--- src/rtl/regfile_mp.sv ---
// regfile_mp: multi-read-port register file with a background clear sweep.
// Entry 0 is hardwired to zero. Optional write-first read bypass is compiled
// in when the REGFILE_BYPASS_EN macro is defined; the default build has none.
// Handshake: no valid/ready pairs here. A write is accepted on a rising edge
// when we=1, busy=0 and waddr!=0. A write offered while busy=1 is dropped and
// reported by a one-cycle wr_drop pulse. clr_req is sampled only in IDLE.
module regfile_mp #(
  parameter int DATA_W = 32,
  parameter int ADDR_W = 5,
  parameter int NREAD  = 2
) (
  input  logic                     clk,
  input  logic                     reset,
  input  logic                     we,
  input  logic [ADDR_W-1:0]        waddr,
  input  logic [DATA_W-1:0]        wdata,
  input  logic [NREAD*ADDR_W-1:0]  raddr,
  output logic [NREAD*DATA_W-1:0]  rdata,
  input  logic                     clr_req,
  output logic                     busy,
  output logic                     clr_done,
  output logic                     wr_drop
);

  localparam int N = 2**ADDR_W;
  localparam logic [ADDR_W-1:0] LAST_ADDR = {ADDR_W{1'b1}};

  typedef enum logic {
    IDLE  = 1'b0,
    CLEAR = 1'b1
  } state_t;

  state_t            state;
  state_t            state_next;
  logic [ADDR_W-1:0] ptr;
  logic [ADDR_W-1:0] ptr_next;
  logic              wr_en;
  logic              sweep_end;
  logic [DATA_W-1:0] mem [N];

  // State register: FSM state and sweep pointer.
  always_ff @(posedge clk or posedge reset) begin
    if (reset) begin
      state <= IDLE;
      ptr   <= '0;
    end else begin
      state <= state_next;
      ptr   <= ptr_next;
    end
  end

  // Next-state logic: the pointer stops at the last entry rather than wrapping.
  always_comb begin
    state_next = state;
    ptr_next   = ptr;
    case (state)
      IDLE: begin
        if (clr_req) begin
          state_next = CLEAR;
          ptr_next   = '0;
        end
      end
      CLEAR: begin
        if (ptr == LAST_ADDR) begin
          state_next = IDLE;
        end else begin
          ptr_next = ptr + 1'b1;
        end
      end
      default: begin
        state_next = IDLE;
        ptr_next   = '0;
      end
    endcase
  end

  // Output logic: busy is the CLEAR state itself; writes only land when idle.
  always_comb begin
    busy      = (state == CLEAR);
    wr_en     = we && (state == IDLE) && (waddr != '0);
    sweep_end = (state == CLEAR) && (ptr == LAST_ADDR);
  end

  // Status pulses: each is high for the single cycle after its triggering edge.
  always_ff @(posedge clk or posedge reset) begin
    if (reset) begin
      clr_done <= 1'b0;
      wr_drop  <= 1'b0;
    end else begin
      clr_done <= sweep_end;
      wr_drop  <= we && (state == CLEAR);
    end
  end

  // Storage: normal writes in IDLE, one entry zeroed per cycle in CLEAR.
  // A write coinciding with clr_req lands first and is then swept like the rest.
  always_ff @(posedge clk or posedge reset) begin
    if (reset) begin
      for (int i = 0; i < N; i++) begin
        mem[i] <= '0;
      end
    end else begin
      if (wr_en) begin
        mem[waddr] <= wdata;
      end
      if (state == CLEAR) begin
        mem[ptr] <= '0;
      end
    end
  end

  // Read ports: independent combinational muxes, entry 0 forced to zero.
  for (genvar p = 0; p < NREAD; p++) begin : g_rd
    logic [ADDR_W-1:0] ra;
    logic [DATA_W-1:0] rd;

    assign ra = raddr[p*ADDR_W +: ADDR_W];

    // Per-port read mux with optional same-cycle write-first bypass.
    always_comb begin
      rd = mem[ra];
`ifdef REGFILE_BYPASS_EN
      if (wr_en && (ra == waddr)) begin
        rd = wdata;
      end
`endif
      if (ra == '0) begin
        rd = '0;
      end
    end

    assign rdata[p*DATA_W +: DATA_W] = rd;
  end

endmodule

--- config.mk ---
export PLATFORM = sky130hd
export DESIGN_NAME = regfile_mp
export DESIGN_NICKNAME = d
export VERILOG_FILES = /design/src/rtl/regfile_mp.sv
export SDC_FILE = /design/constraint.sdc
export NUM_CORES = 2
export LEC_CHECK = 0
export CAP_MARGIN = 0
export CORE_MARGIN = 1.5
export CORE_UTILIZATION = 55
export CTS_CLUSTER_SIZE = 28
export DETAILED_ROUTE_END_ITERATION = 10
export PLACE_DENSITY_LB_ADDON = 0.1
export SYNTH_ARGS = -nofsm -noshare
export SYNTH_HDL_FRONTEND = slang
export SYNTH_SLANG_ARGS = --single-unit
--- constraint.sdc ---
create_clock -name clk -period 57 [get_ports clk]
set_input_delay 17.1 -clock clk [delete_from_list [all_inputs] [get_ports clk]]
set_output_delay 17.1 -clock clk [all_outputs]
set_load 0.02 [all_outputs]
## Yosys cells after proc, flatten, opt, wreduce, memory -nomap -nowiden

Index checks and enable logic that the tools add are counted.

- Bits of input ports: 51
- Memory bits (read-only): 0
- Memories: 0
- Register bits: 1,032
- Memory bits (writable): 0
- Output and inout bits: 67
- Latch bits: 0
- Word-level logic and storage cells: 84

- Add/sub/neg operators: 1
- $mul: 0
- $lt $le $gt $ge: 6
- Mux-type cells: 21
- Shift operators: 0
- Eq/ne operators: 3
- Divide/modulo/power cells: 0
- Bitwise gates (word level): 7
- Reduce and logical (&&, ||, !) cells: 10

Operator list:

| kind | number |
|---|---|
| 2-to-1 mux 1024 bit | 2 |
| AND 1024 bit | 1 |
| bitwise mux 1024 bit | 1 |
| inverter 1024 bit | 1 |
| binary-select mux 32 bit (select 5 bit) | 2 |
| demux 32 bit (select 5 bit) | 2 |
| 2-to-1 mux 32 bit | 8 |
| >= comparator 6 bit (second input constant) | 4 |
| inverter 5 -> 6 bit | 4 |
| < comparator 6 x 1 -> 1 bit (second input constant) | 2 |
| zero test 5 bit | 2 |
| 2-to-1 mux 5 bit | 2 |
| case mux 5 bit (2 select lines) | 1 |
| logical AND 1 bit | 6 |
| adder 5 x 1 -> 5 bit (second input constant) | 1 |
| equality test 5 bit (second input constant) | 1 |
| nonzero test 5 bit | 1 |
| != test 2 bit (second input constant) | 2 |
| 2-to-1 mux 1 bit | 2 |
| case mux 1 bit (2 select lines) | 1 |
| AND reduction 2 bit | 1 |
| inverter 1 bit | 1 |

## Longest topological paths before layout

- Word-level depth: 9
- Depth in mapped cells: 8
- Mapped depth without buffers: 7

## Least setup slack after synthesis

No wires, ideal clock.

- Path type: input to output
- Start: input raddr[6]
- End: output rdata[32]
- Stages on the path: 7
- Path slack: 21.082 ns
- Buffers on the path: 3
- Arrival time: 18.818 ns
- Data required time: 39.900 ns
- Cells stage by stage: buf_4 -> buf_4 -> nor2b_1 -> clkbuf_1 -> a221oi_1 -> o21ai_0 -> a311oi_1

- Word-level cells in the longest chain between the ends: 5
- Elaborated cells on any way between the ends: 6
- Those cells by class: mux (4); bitwise (1); reduce/logical (1)

RTL lines:

| element | RTL line | text |
|---|---|---|
| from (decl) | 17 | `input logic [NREAD*ADDR_W-1:0] raddr,` |
| inverter 5 -> 6 bit (implied by the code) | 121 | `rd = mem[ra];` |
| binary-select mux 32 bit (select 5 bit) | 121 |  |
| 2-to-1 mux 32 bit (implied by the code) (2 in a row) | 121 |  |
| 2-to-1 mux 32 bit (*) | 127 | `if (ra == '0) begin` |
| to (decl) | 18 | `output logic [NREAD*DATA_W-1:0] rdata,` |

Mark *: on every way between the ends. The rest lies on a longest branch, timed or not. The select of a mux whose other input is x is not followed.

## Final worst setup path

- Start: input raddr[6]
- End: output rdata[60]

Same word-level chain as after synthesis.

==> summary.md <==
| Metric | Value |
|---|---|
| Post-Route Setup TNS | `0 ps` |
| Row count | `118` |
| Io pins | `between 100 and 150` |
| Highest clock rate | `between 20 and 30 MHz` |
| Synth Flop Type | `dfrtp_1` |
| Status | `completed` |
| Vert. Die Dim | `326 um` |
| Syn Std Cell Area | `0.0574 mm^2` |
| Largest net degree at the start of global routing | `about 170` |
| Final Setup Violations | `0` |
| CORE AREA | `0.103 mm^2` |
| Yosys reg bits | `about 1.0k` |
| Inserted Clock Buffers | `113` |
| Post_cts resized | `0` |
| Crit path max fanout | `44` |
| Hold WC Path Type | `reg2reg` |
| RSZ-0062 raised after global routing | `no` |
| Initial core utilization | `between 50% and 60%` |
| CTS tree | `done` |
| FILL cells | `about 8.6k` |
| Vias in the first global route | `50.9k` |
| Worst-path clk slew | `about 60 ps` |
| Slew @ Worst Pin | `about 1300 ps` |
| Final Cell Area | `around 0.063 mm^2` |
| Pwr Total | `between 0.0015 and 0.002 W` |
| Rel. slew slack | `between 10 and 15%` |
| Clock root buffer | `clkbuf_16` |
| CTS max path bufs | `3` |
| Vias | `approximately 50k` |
| Hold buffers post-CTS | `0` |
| CP endpoint kind | `primary output` |
| Worst reg-to-reg path cell count | `6` |
| Layout cells sized above 1 | `between 15 and 20%` |
| Fin. Hold Viols | `0` |
| R2r startpoint | `busy` |
| Initial DRC count | `around 7.1k` |
| Grt total ovfl | `0` |
| Pwr per Cell Area | `roughly 31 mW/mm^2` |
| Post-Layout Cell Count | `just over 7k` |
| Count of unique library cells instantiated by Yosys | `49` |
| CP required | `about 40000 ps` |
| Synth warn | `0` |
| Worst EP arrival | `21680 ps` |
| Pre-Repair DR Iteration Count | `6` |
| Slew Limit Fails | `0` |
| Via/cell ratio | `around 7.1` |
| All-Layer GR Usage | `44.6%` |
| Syn Nets | `5976` |
| Die area | `between 0.1 and 0.15 mm^2` |
| Startpoint types | `input port` |
| Initial antenna violation count | `6` |
| CTS Sinks | `between 1k and 1.5k` |
| Max VDD drop | `~0.027 mV` |
| Max-cap viol count | `0` |
| Antenna-violating nets left | `0` |
| Final net count | `5768` |
| Post-DR wirelength/cell | `~33 um` |
| Crit Path Class | `in2out` |
| # Post-CTS Setup Buffers | `0` |
| End of the critical path | `rdata[60]` |
| Leak | `between 20 and 30 nW` |
| Most frequent cells in the layout | `nand2_1 (2045), dfrtp_1 (1032), a21oi_1 (992)` |
| Sequential area share after synthesis | `between 40% and 50%` |
| Most common cell after layout, fill and taps aside | `nand2_1` |
| Residual DRC | `0` |
| Die Span X | `326 um` |
| Final wirelength | `approximately 240 mm` |
| IO Port Bufs | `about 120` |
| Util after Layout | `about three fifths` |
| H-tree depth | `3` |
| Setup crit start | `raddr[6]` |
| Area grow syn2layout | `10.4%` |
| Clk_skew | `22.5 ps` |
| First-pass GRT wire length | `between 300 and 400 mm` |
| Synth Instances | `roughly 6k` |
| Async set-reset flop share out of synthesis | `between 90% and 100%` |
| FF-to-FF setup slack | `~54000 ps` |
| Final Cycle Share | `roughly 68%` |
| Final GP Congestion | `between 0.9 and 1` |
| Placed Cells | `6977` |
| Reg2Reg Capture Point | `mem[307]` |
| Tmin final | `between 30000 and 40000 ps` |
| Clk_lat worst skew | `~750 ps` |
| Average size of a mapped cell | `between 9 and 10 um^2` |
| Dpl cell area | `just under 0.06 mm^2` |
| Detailed placement HPWL | `~130 mm` |
| Number of synthesized flops with an enable pin | `0` |
[state kept, by name (all words and copies together), names as in the netlist]
signal	flops
mem	1024
ptr	5
busy	1
clr_done	1
wr_drop	1
[how the worst min path moves through the flow]
stage,end,cells past startpoint,slack (ps),from
5_1_grt,mem[1000],1,530,mem[1000]
3_3_place_gp,mem[999],1,480,mem[999]
3_5_place_dp,mem[1000],1,490,mem[1000]
6_report,mem[1000],1,510,mem[1000]
2_1_floorplan,mem[1023],1,470,mem[1023]
4_1_cts,mem[1017],1,510,mem[1017]
[synthesized netlist by cell type, types with 10 or more instances]
cell type | n | area (um^2)
nand2b_1 | 10 | 62.6
nor3_2 | 10 | 100
nor3_1 | 11 | 55.1
and2_1 | 42 | 263
a221oi_1 | 44 | 385
nand2_1 | 2045 | 7680
a311oi_1 | 32 | 280
nor2b_1 | 41 | 257
o2111ai_1 | 20 | 175
a21oi_1 | 992 | 4960
dfrtp_1 | 1032 | 25800
clkbuf_1 | 355 | 1330
a211oi_1 | 32 | 240
a22oi_1 | 64 | 480
o21ai_0 | 62 | 310
buf_4 | 26 | 195
mux4_2 | 448 | 10100
mux2i_1 | 192 | 1920
nand3_1 | 20 | 100
nor2_1 | 39 | 146
a31oi_1 | 32 | 200
o21ai_1 | 16 | 80.1
buf_1 | 41 | 154
a221o_1 | 32 | 320
mux2_2 | 34 | 383
buf_2 | 188 | 941
[metrics by stage]
stage | worst slack, ps | hold slack, ps
2_1_floorplan | 10860 | 467
3_3_place_gp | 18480 | 485
3_5_place_dp | 18440 | 491
4_1_cts | 18410 | 510
5_1_grt | 18090 | 528
6_report | 18220 | 508
[final cells by class]
cell class              count  area, um^2  area share [%]
diodes                      5        12.5          0.0197
inverters                   6        32.5          0.0513
flip-flops and latches   1032       25800            40.7
clock inverters            57         763            1.20
repair buffers            295        2560            4.03
well taps                1380        1730            2.72
clock buffers             154        3220            5.08
multi-input cells        4264       29300            46.2
[logic make-up (layout without fill, tap and decap cells)]
kind of cell	Yosys count	in the layout	share of synthesized area [%]
compound gates	1330	1330	13.0
xor+xnor	1	1	0.0153
fa+ha+maj	5	5	0.109
buf+inv	624	512	4.76
flops	1032	1032	45.0
mux	674	674	21.6
other cells	0	5	0
simple gates	2254	2254	15.6
[report_power, final]
group	internal, W	total (W)	leakage (nW)	switching, W
Combinational	0.000123	0.000361	9.67	0.000238
Sequential	0.000791	0.000840	14.4	0.0000489
Clock	0.000461	0.000794	1.95	0.000333
[layer usage]
layer | share of wire [%] | track usage [%]
met5 | 0.048 | 0.799
met4 | 8.7 | 33.2
met3 | 15 | 17.5
met2 | 43 | 63.1
met1 | 34 | 55.2
[critical path, stage by stage]
cell	delay, ps
buf_8	430
buf_4	630
buf_4	640
or4_1	500
buf_4	350
o21ai_0	150
a311oi_1	960
clkdlybuf4s50_1	790
(Power assumes the default switching activity.)
